===== src/rtl/lsu_mem_ctrl_if.sv =====
// Pipeline-side request/response bus plus the word-memory port of the LSU.
//
// Handshake: the pipeline raises req with we/funct3/addr/wdata stable; the LSU
// accepts it on the first rising edge where it is idle (busy=0) and ignores req
// while busy. Completion is a single-cycle done pulse, with err and rdata valid
// in that same cycle. Memory side: mem_read/mem_write are one-cycle strobes;
// mem_rdata must be valid combinationally while mem_read is high, and the
// write takes effect on the edge that ends the mem_write cycle.
interface lsu_mem_ctrl_if #(
  parameter int ADDR_W = 6
);
  logic              req;
  logic              we;
  logic [2:0]        funct3;
  logic [31:0]       addr;
  logic [31:0]       wdata;
  logic [31:0]       rdata;
  logic              done;
  logic              err;
  logic              busy;
  logic              mem_read;
  logic              mem_write;
  logic [ADDR_W-1:0] mem_addr;
  logic [31:0]       mem_wdata;
  logic [31:0]       mem_rdata;

  // Pipeline plus word memory, seen from outside the LSU
  modport master (
    output req, we, funct3, addr, wdata, mem_rdata,
    input  rdata, done, err, busy, mem_read, mem_write, mem_addr, mem_wdata
  );

  // The LSU itself
  modport slave (
    input  req, we, funct3, addr, wdata, mem_rdata,
    output rdata, done, err, busy, mem_read, mem_write, mem_addr, mem_wdata
  );
endinterface


===== src/rtl/lsu_mem_ctrl.sv =====
// Load/store unit in front of a word-wide memory. Handles byte/half/word
// loads with sign or zero extension, word stores directly, and byte/half
// stores as read-modify-write. Misaligned or undefined accesses are reported
// through err without touching memory.
module lsu_mem_ctrl #(
  parameter int ADDR_W = 6
) (
  input  logic                clk,
  input  logic                rst,
  lsu_mem_ctrl_if.slave       bus,
  output logic [2:0]          dbg_state_o
);

  typedef enum logic [2:0] {
    S_IDLE = 3'd0,
    S_RD   = 3'd1,
    S_WR   = 3'd2,
    S_RESP = 3'd3,
    S_ERR  = 3'd4
  } state_t;

  localparam logic [2:0] F3_B  = 3'd0;
  localparam logic [2:0] F3_H  = 3'd1;
  localparam logic [2:0] F3_W  = 3'd2;
  localparam logic [2:0] F3_BU = 3'd4;
  localparam logic [2:0] F3_HU = 3'd5;

  state_t            state_q, state_d;
  logic              we_q;
  logic [2:0]        funct3_q;
  logic [ADDR_W+1:0] addr_q;
  logic [31:0]       wdata_q;
  logic [31:0]       merge_q;
  logic [31:0]       rdata_q;

  logic              illegal;
  logic              accept;
  logic [7:0]        ld_byte;
  logic [15:0]       ld_half;
  logic [31:0]       ld_val;
  logic [31:0]       merge_val;

  assign accept = (state_q == S_IDLE) && bus.req;

  // Classify the incoming request: undefined size codes or misalignment
  always_comb begin
    illegal = 1'b0;
    if (bus.we) begin
      if (bus.funct3 > F3_W) illegal = 1'b1;
    end else begin
      if (bus.funct3 == 3'd3 || bus.funct3 == 3'd6 || bus.funct3 == 3'd7) illegal = 1'b1;
    end
    // H and HU share funct3[1:0]=01; both need an even address
    if (bus.funct3[1:0] == 2'b01 && bus.addr[0]) illegal = 1'b1;
    if (bus.funct3 == F3_W && bus.addr[1:0] != 2'b00) illegal = 1'b1;
  end

  // State register; reset drops any access in flight, so strobes vanish at once
  always_ff @(posedge clk or posedge rst) begin
    if (rst) state_q <= S_IDLE;
    else     state_q <= state_d;
  end

  // Next-state logic
  always_comb begin
    state_d = state_q;
    case (state_q)
      S_IDLE: begin
        if (bus.req) begin
          if (illegal)                           state_d = S_ERR;
          else if (bus.we && bus.funct3 == F3_W) state_d = S_WR;
          else                                   state_d = S_RD;
        end
      end
      S_RD:    state_d = we_q ? S_WR : S_RESP;
      S_WR:    state_d = S_RESP;
      S_RESP:  state_d = S_IDLE;
      S_ERR:   state_d = S_IDLE;
      default: state_d = S_IDLE;
    endcase
  end

  // Output decode, purely from state
  always_comb begin
    bus.done      = 1'b0;
    bus.err       = 1'b0;
    bus.busy      = 1'b1;
    bus.mem_read  = 1'b0;
    bus.mem_write = 1'b0;
    case (state_q)
      S_IDLE: bus.busy      = 1'b0;
      S_RD:   bus.mem_read  = 1'b1;
      S_WR:   bus.mem_write = 1'b1;
      S_RESP: bus.done      = 1'b1;
      S_ERR: begin
        bus.done = 1'b1;
        bus.err  = 1'b1;
      end
      default: bus.busy = 1'b0;
    endcase
  end

  // Select the addressed byte and half of the fetched word
  always_comb begin
    case (addr_q[1:0])
      2'd0:    ld_byte = bus.mem_rdata[7:0];
      2'd1:    ld_byte = bus.mem_rdata[15:8];
      2'd2:    ld_byte = bus.mem_rdata[23:16];
      default: ld_byte = bus.mem_rdata[31:24];
    endcase
    ld_half = addr_q[1] ? bus.mem_rdata[31:16] : bus.mem_rdata[15:0];
  end

  // Extend the selected field into the 32-bit load result
  always_comb begin
    case (funct3_q)
      F3_B:    ld_val = {{24{ld_byte[7]}}, ld_byte};
      F3_H:    ld_val = {{16{ld_half[15]}}, ld_half};
      F3_BU:   ld_val = {24'd0, ld_byte};
      F3_HU:   ld_val = {16'd0, ld_half};
      default: ld_val = bus.mem_rdata;
    endcase
  end

  // Splice store data into the fetched word, keeping the other lanes
  always_comb begin
    merge_val = bus.mem_rdata;
    if (funct3_q == F3_B) begin
      case (addr_q[1:0])
        2'd0:    merge_val[7:0]   = wdata_q[7:0];
        2'd1:    merge_val[15:8]  = wdata_q[7:0];
        2'd2:    merge_val[23:16] = wdata_q[7:0];
        default: merge_val[31:24] = wdata_q[7:0];
      endcase
    end else begin
      if (addr_q[1]) merge_val[31:16] = wdata_q[15:0];
      else           merge_val[15:0]  = wdata_q[15:0];
    end
  end

  // Request latch, load result and merge register
  always_ff @(posedge clk or posedge rst) begin
    if (rst) begin
      we_q     <= 1'b0;
      funct3_q <= 3'd0;
      addr_q   <= '0;
      wdata_q  <= 32'd0;
      merge_q  <= 32'd0;
      rdata_q  <= 32'd0;
    end else begin
      if (accept) begin
        we_q     <= bus.we;
        funct3_q <= bus.funct3;
        addr_q   <= bus.addr[ADDR_W+1:0];
        wdata_q  <= bus.wdata;
      end
      if (state_q == S_RD) begin
        if (we_q) merge_q <= merge_val;
        else      rdata_q <= ld_val;
      end
    end
  end

  assign bus.rdata     = rdata_q;
  assign bus.mem_addr  = addr_q[ADDR_W+1:2];
  assign bus.mem_wdata = (funct3_q == F3_W) ? wdata_q : merge_q;
  assign dbg_state_o   = state_q;

endmodule


===== src/flat_wrapper.sv =====
// flat-port wrapper written by rule: the top's interface ports become plain ports
module lsu_mem_ctrl_flat 
#(
  parameter int ADDR_W = 6
)
  (clk, rst, dbg_state_o, bus_req, bus_we, bus_funct3, bus_addr, bus_wdata, bus_mem_rdata, bus_rdata, bus_done, bus_err, bus_busy, bus_mem_read, bus_mem_write, bus_mem_addr, bus_mem_wdata);
  lsu_mem_ctrl_if #(.ADDR_W(ADDR_W)) bus_i ();
  input  logic clk;
  input  logic rst;
  output logic [2:0] dbg_state_o;
  input wire logic [$bits(bus_i.req)-1:0] bus_req;
  input wire logic [$bits(bus_i.we)-1:0] bus_we;
  input wire logic [$bits(bus_i.funct3)-1:0] bus_funct3;
  input wire logic [$bits(bus_i.addr)-1:0] bus_addr;
  input wire logic [$bits(bus_i.wdata)-1:0] bus_wdata;
  input wire logic [$bits(bus_i.mem_rdata)-1:0] bus_mem_rdata;
  output wire logic [$bits(bus_i.rdata)-1:0] bus_rdata;
  output wire logic [$bits(bus_i.done)-1:0] bus_done;
  output wire logic [$bits(bus_i.err)-1:0] bus_err;
  output wire logic [$bits(bus_i.busy)-1:0] bus_busy;
  output wire logic [$bits(bus_i.mem_read)-1:0] bus_mem_read;
  output wire logic [$bits(bus_i.mem_write)-1:0] bus_mem_write;
  output wire logic [$bits(bus_i.mem_addr)-1:0] bus_mem_addr;
  output wire logic [$bits(bus_i.mem_wdata)-1:0] bus_mem_wdata;
  assign bus_i.req = bus_req;
  assign bus_i.we = bus_we;
  assign bus_i.funct3 = bus_funct3;
  assign bus_i.addr = bus_addr;
  assign bus_i.wdata = bus_wdata;
  assign bus_i.mem_rdata = bus_mem_rdata;
  assign bus_rdata = bus_i.rdata;
  assign bus_done = bus_i.done;
  assign bus_err = bus_i.err;
  assign bus_busy = bus_i.busy;
  assign bus_mem_read = bus_i.mem_read;
  assign bus_mem_write = bus_i.mem_write;
  assign bus_mem_addr = bus_i.mem_addr;
  assign bus_mem_wdata = bus_i.mem_wdata;
  lsu_mem_ctrl #(.ADDR_W(ADDR_W)) u_core (.clk(clk), .rst(rst), .bus(bus_i), .dbg_state_o(dbg_state_o));
endmodule

===== config.mk =====
export PLATFORM = sky130hd
export DESIGN_NAME = lsu_mem_ctrl_flat
export DESIGN_NICKNAME = d
export VERILOG_FILES = /design/src/rtl/lsu_mem_ctrl_if.sv /design/src/rtl/lsu_mem_ctrl.sv /design/src/flat_wrapper.sv
export SDC_FILE = /design/constraint.sdc
export NUM_CORES = 1
export LEC_CHECK = 0
export ABC_AREA = 1
export CORE_MARGIN = 5
export CORE_UTILIZATION = 52
export DETAILED_ROUTE_END_ITERATION = 8
export PLACE_DENSITY = 0.86
export SETUP_SLACK_MARGIN = 0.1
export SYNTH_ARGS = -nofsm -noshare
export SYNTH_HDL_FRONTEND = slang
export SYNTH_SLANG_ARGS = --single-unit

===== constraint.sdc =====
create_clock -name clk -period 7.8 [get_ports clk]
set_input_delay 1.56 -clock clk [delete_from_list [all_inputs] [get_ports clk]]
set_output_delay 1.56 -clock clk [all_outputs]
set_load 0.01 [all_outputs]

==> out/metrics.cfg <==
[layout]
n_antenna_cell=0
areaGrowthSynthToFinish_pct=26.96
drive_gt1_share_pct=5.104
nets=1058
fill_cells=1014
stdcell_area_um2=8048
layout.cells.non_filler=1107

[route]
vias_per_cell=5.600
first_pass_iters=7
first_iter_violations=560
via_count=6199
drt-total-wl_um=18260
drcViolationCount=0
wl_per_cell_um=16.50
ant_nets=0

[power_and_ir_drop]
p_comb_share_pct=57.1
peakVddDrop_mv=0.2321
p_leak_nw=3.711
p_sw_share_pct=44.46
pwr-share-seq_pct=29.9
p_int_w=0.001935
switchingPower_w=0.001549
pwr-share-clk_pct=13.1
power_density_nw_per_um2=432.9

[grt]
grt_pass1_vias=5938
antenna_found_initial=0
grt_max_degree=70
gr-total-overflow=0
grt_pass1_wl_um=29610
grt.total_usage_pct=25.52

[die]
start_util_pct=52.99
fp.dieW_um=120.4
io_pins=181
rows=40
die_area_um2=14500
coreArea_um2=11960
die_h_um=120.4

[critical_path]
cp_data_arrival_time_ns=2.91
critPathTopFamily=flip-flops
crit_chain=nand2_1 -> buf_4 -> o21ai_0 -> clkdlybuf4s50_1
slowest_stage=dfrtp_1
cp_max_fo=64
crit_path_end_kind=output port
slowest_delay_ns=1.11
crit_required_ns=6.24
start_kind=register
path_buf_inv=2
critical_path_class=reg -> out

[status]
outcome=finished clean

[logic_synthesis]
seq_area_frac_synth_pct=43.82
synthesis.nets=952
netlist_area_um2=6339
synth_area_per_cell_um2=7.466
synth_warnings=0
ys_seq_elements=111
yosysUniqueCellTypes=28
async_reset_ff_share_pct=100.0
ys.flop_type=dfrtp_1
synth_edf_count=0
syn_inst=849

[placement]
dp_hpwl_um=13080
post_dp_cell_area_um2=7756
gp_congestion=0.9698
port_buffers=156
dp.cells=1091

[sta]
hold_viol=0
tightestPinTransition_ns=1.154
post-route-period-util_pct=57.30
setup_viol=0
period_minus_slack_ns=4.469
drv_slew=0
fin_tns_setup_ns=0
max-slew-margin-rel_pct=23.10
fmax_mhz=223.7
grt_setup_unrepaired=no
finClkSkew_ns=0.01073

[clocking]
cts_buffer_depth=2
post_cts_resized=0
tritoncts=built
clk_latency_ns=0.36
cts_hold_buffers=0
cts_htree_levels=3
numClockSinks=111
ctsRootBufferMaster=clkbuf_16
cts_made_buffers=9
clk_pin_slew_ns=0.08
postCtsSetupBuffers=0

[flow_run]
drv_cap=0

[hold_path]
hold_path.class=reg -> reg

cells in the final DEF (no fill, tap or decap), types with 2 or more instances in the layout:
cell type	count
nand2_1	202
clkdlybuf4s50_1	156
o21ai_0	123
dfrtp_1	110
a21oi_1	84
inv_1	80
o211ai_1	48
nor2_1	43
nand3_1	38
o21ai_1	22
clkbuf_16	9
mux2_2	6
inv_2	5
buf_4	5
nand3_2	4
nor2_4	3
nand2_2	2
nand4_1	2
nor3_1	2
inv_6	2
cell type report:
cell class / instances / area [um2] / area share (%)
Timing Repair Buffer: 161 / 1599 / 19.87
Multi-Input combinational cell: 586 / 2869 / 35.65
Clock inverter: 7 / 66.31 / 0.8240
Inverter: 86 / 325.3 / 4.042
Sequential cell: 111 / 2779 / 34.53
Clock buffer: 9 / 225.2 / 2.799
Tap cell: 147 / 183.9 / 2.285
kinds of logic after synthesis:
family                 synth area share (%)
muxes                                 1.066
AOI/OAI and AO/OA                     24.32
and+or+nand+nor                       19.84
buffers and inverters                 10.96
DFF                                   43.82
registers in the layout, summed over array words and instances, names as in the netlist:
signal,cells
u_core.merge_q,32
u_core.dbg_state_o,3
u_core.bus.rdata,32
u_core.addr_q,8
u_core.funct3_q,3
u_core.we_q,1
u_core.wdata_q,32
power by group through the flow:
stage	Combinational [W]	Clock (W)	Sequential [W]
global placement	0.00194	0	0.00103
finish	0.00199	0.000456	0.00104
floorplan	0.00127	0	0.00103
global route	0.00222	0.000485	0.00108
detailed placement	0.00198	0	0.00105
CTS	0.00199	0.000463	0.00104
cells in the mapped netlist, drive strengths merged (2+ instances only):
master,instances,area share (%)
dfrtp,111,44
nand3,43,3.9
nand2,205,12
nand4,2,0.20
clkbuf,16,0.95
a21oi,84,6.6
nor2,47,3.2
o211ai,48,5.7
o21ai,146,12
buf,50,4.9
mux2,6,1.1
inv,86,5.1
nor3,2,0.16
final timing paths:
path	start	cells after the start	to	slack (ns)
min in group asynchronous	rst	2	u_core.dbg_state_o[2]	1.66
min reg2reg	u_core.bus.rdata[3]	2	u_core.bus.rdata[3]	0.48
min	u_core.bus.rdata[3]	2	u_core.bus.rdata[3]	0.48
max reg2reg	u_core.funct3_q[1]	8	u_core.bus.rdata[16]	4.87
max	u_core.funct3_q[1]	4	bus_mem_wdata[3]	3.33
max in group asynchronous	rst	3	u_core.merge_q[9]	4.96
routing by layer:
layer | share of wire (%) | routed length (um) | GRT usage (%) | vias to the layer above
li1 | - | - | - | 3018
met1 | 42 | 7742 | 34.40 | 2875
met2 | 45 | 8183 | 39.19 | 267
met3 | 9.4 | 1713 | 6.080 | 39
met4 | 3.4 | 624 | 11.47 | 0
met5 | 0 | 0 | 0 | -
through the flow:
stage          total power (W)  hold slack (ns)  setup WS [ns]  util [%]
5_1_grt               0.003785           0.5060          3.167     67.28
2_1_floorplan         0.002294           0.4587          3.309         -
3_3_place_gp          0.002972           0.4647          3.804     64.84
3_5_place_dp          0.003025           0.4684          3.805     64.84
6_report              0.003484           0.4818          3.331     67.28
4_1_cts               0.003492           0.4886          3.397     67.28
worst min-delay path, cell delays in order, from the launching register on:
cell and delay [ns]:
dfrtp_1 0.34, nand2_1 0.05, nand2_1 0.06
(Power assumes the default switching activity.)
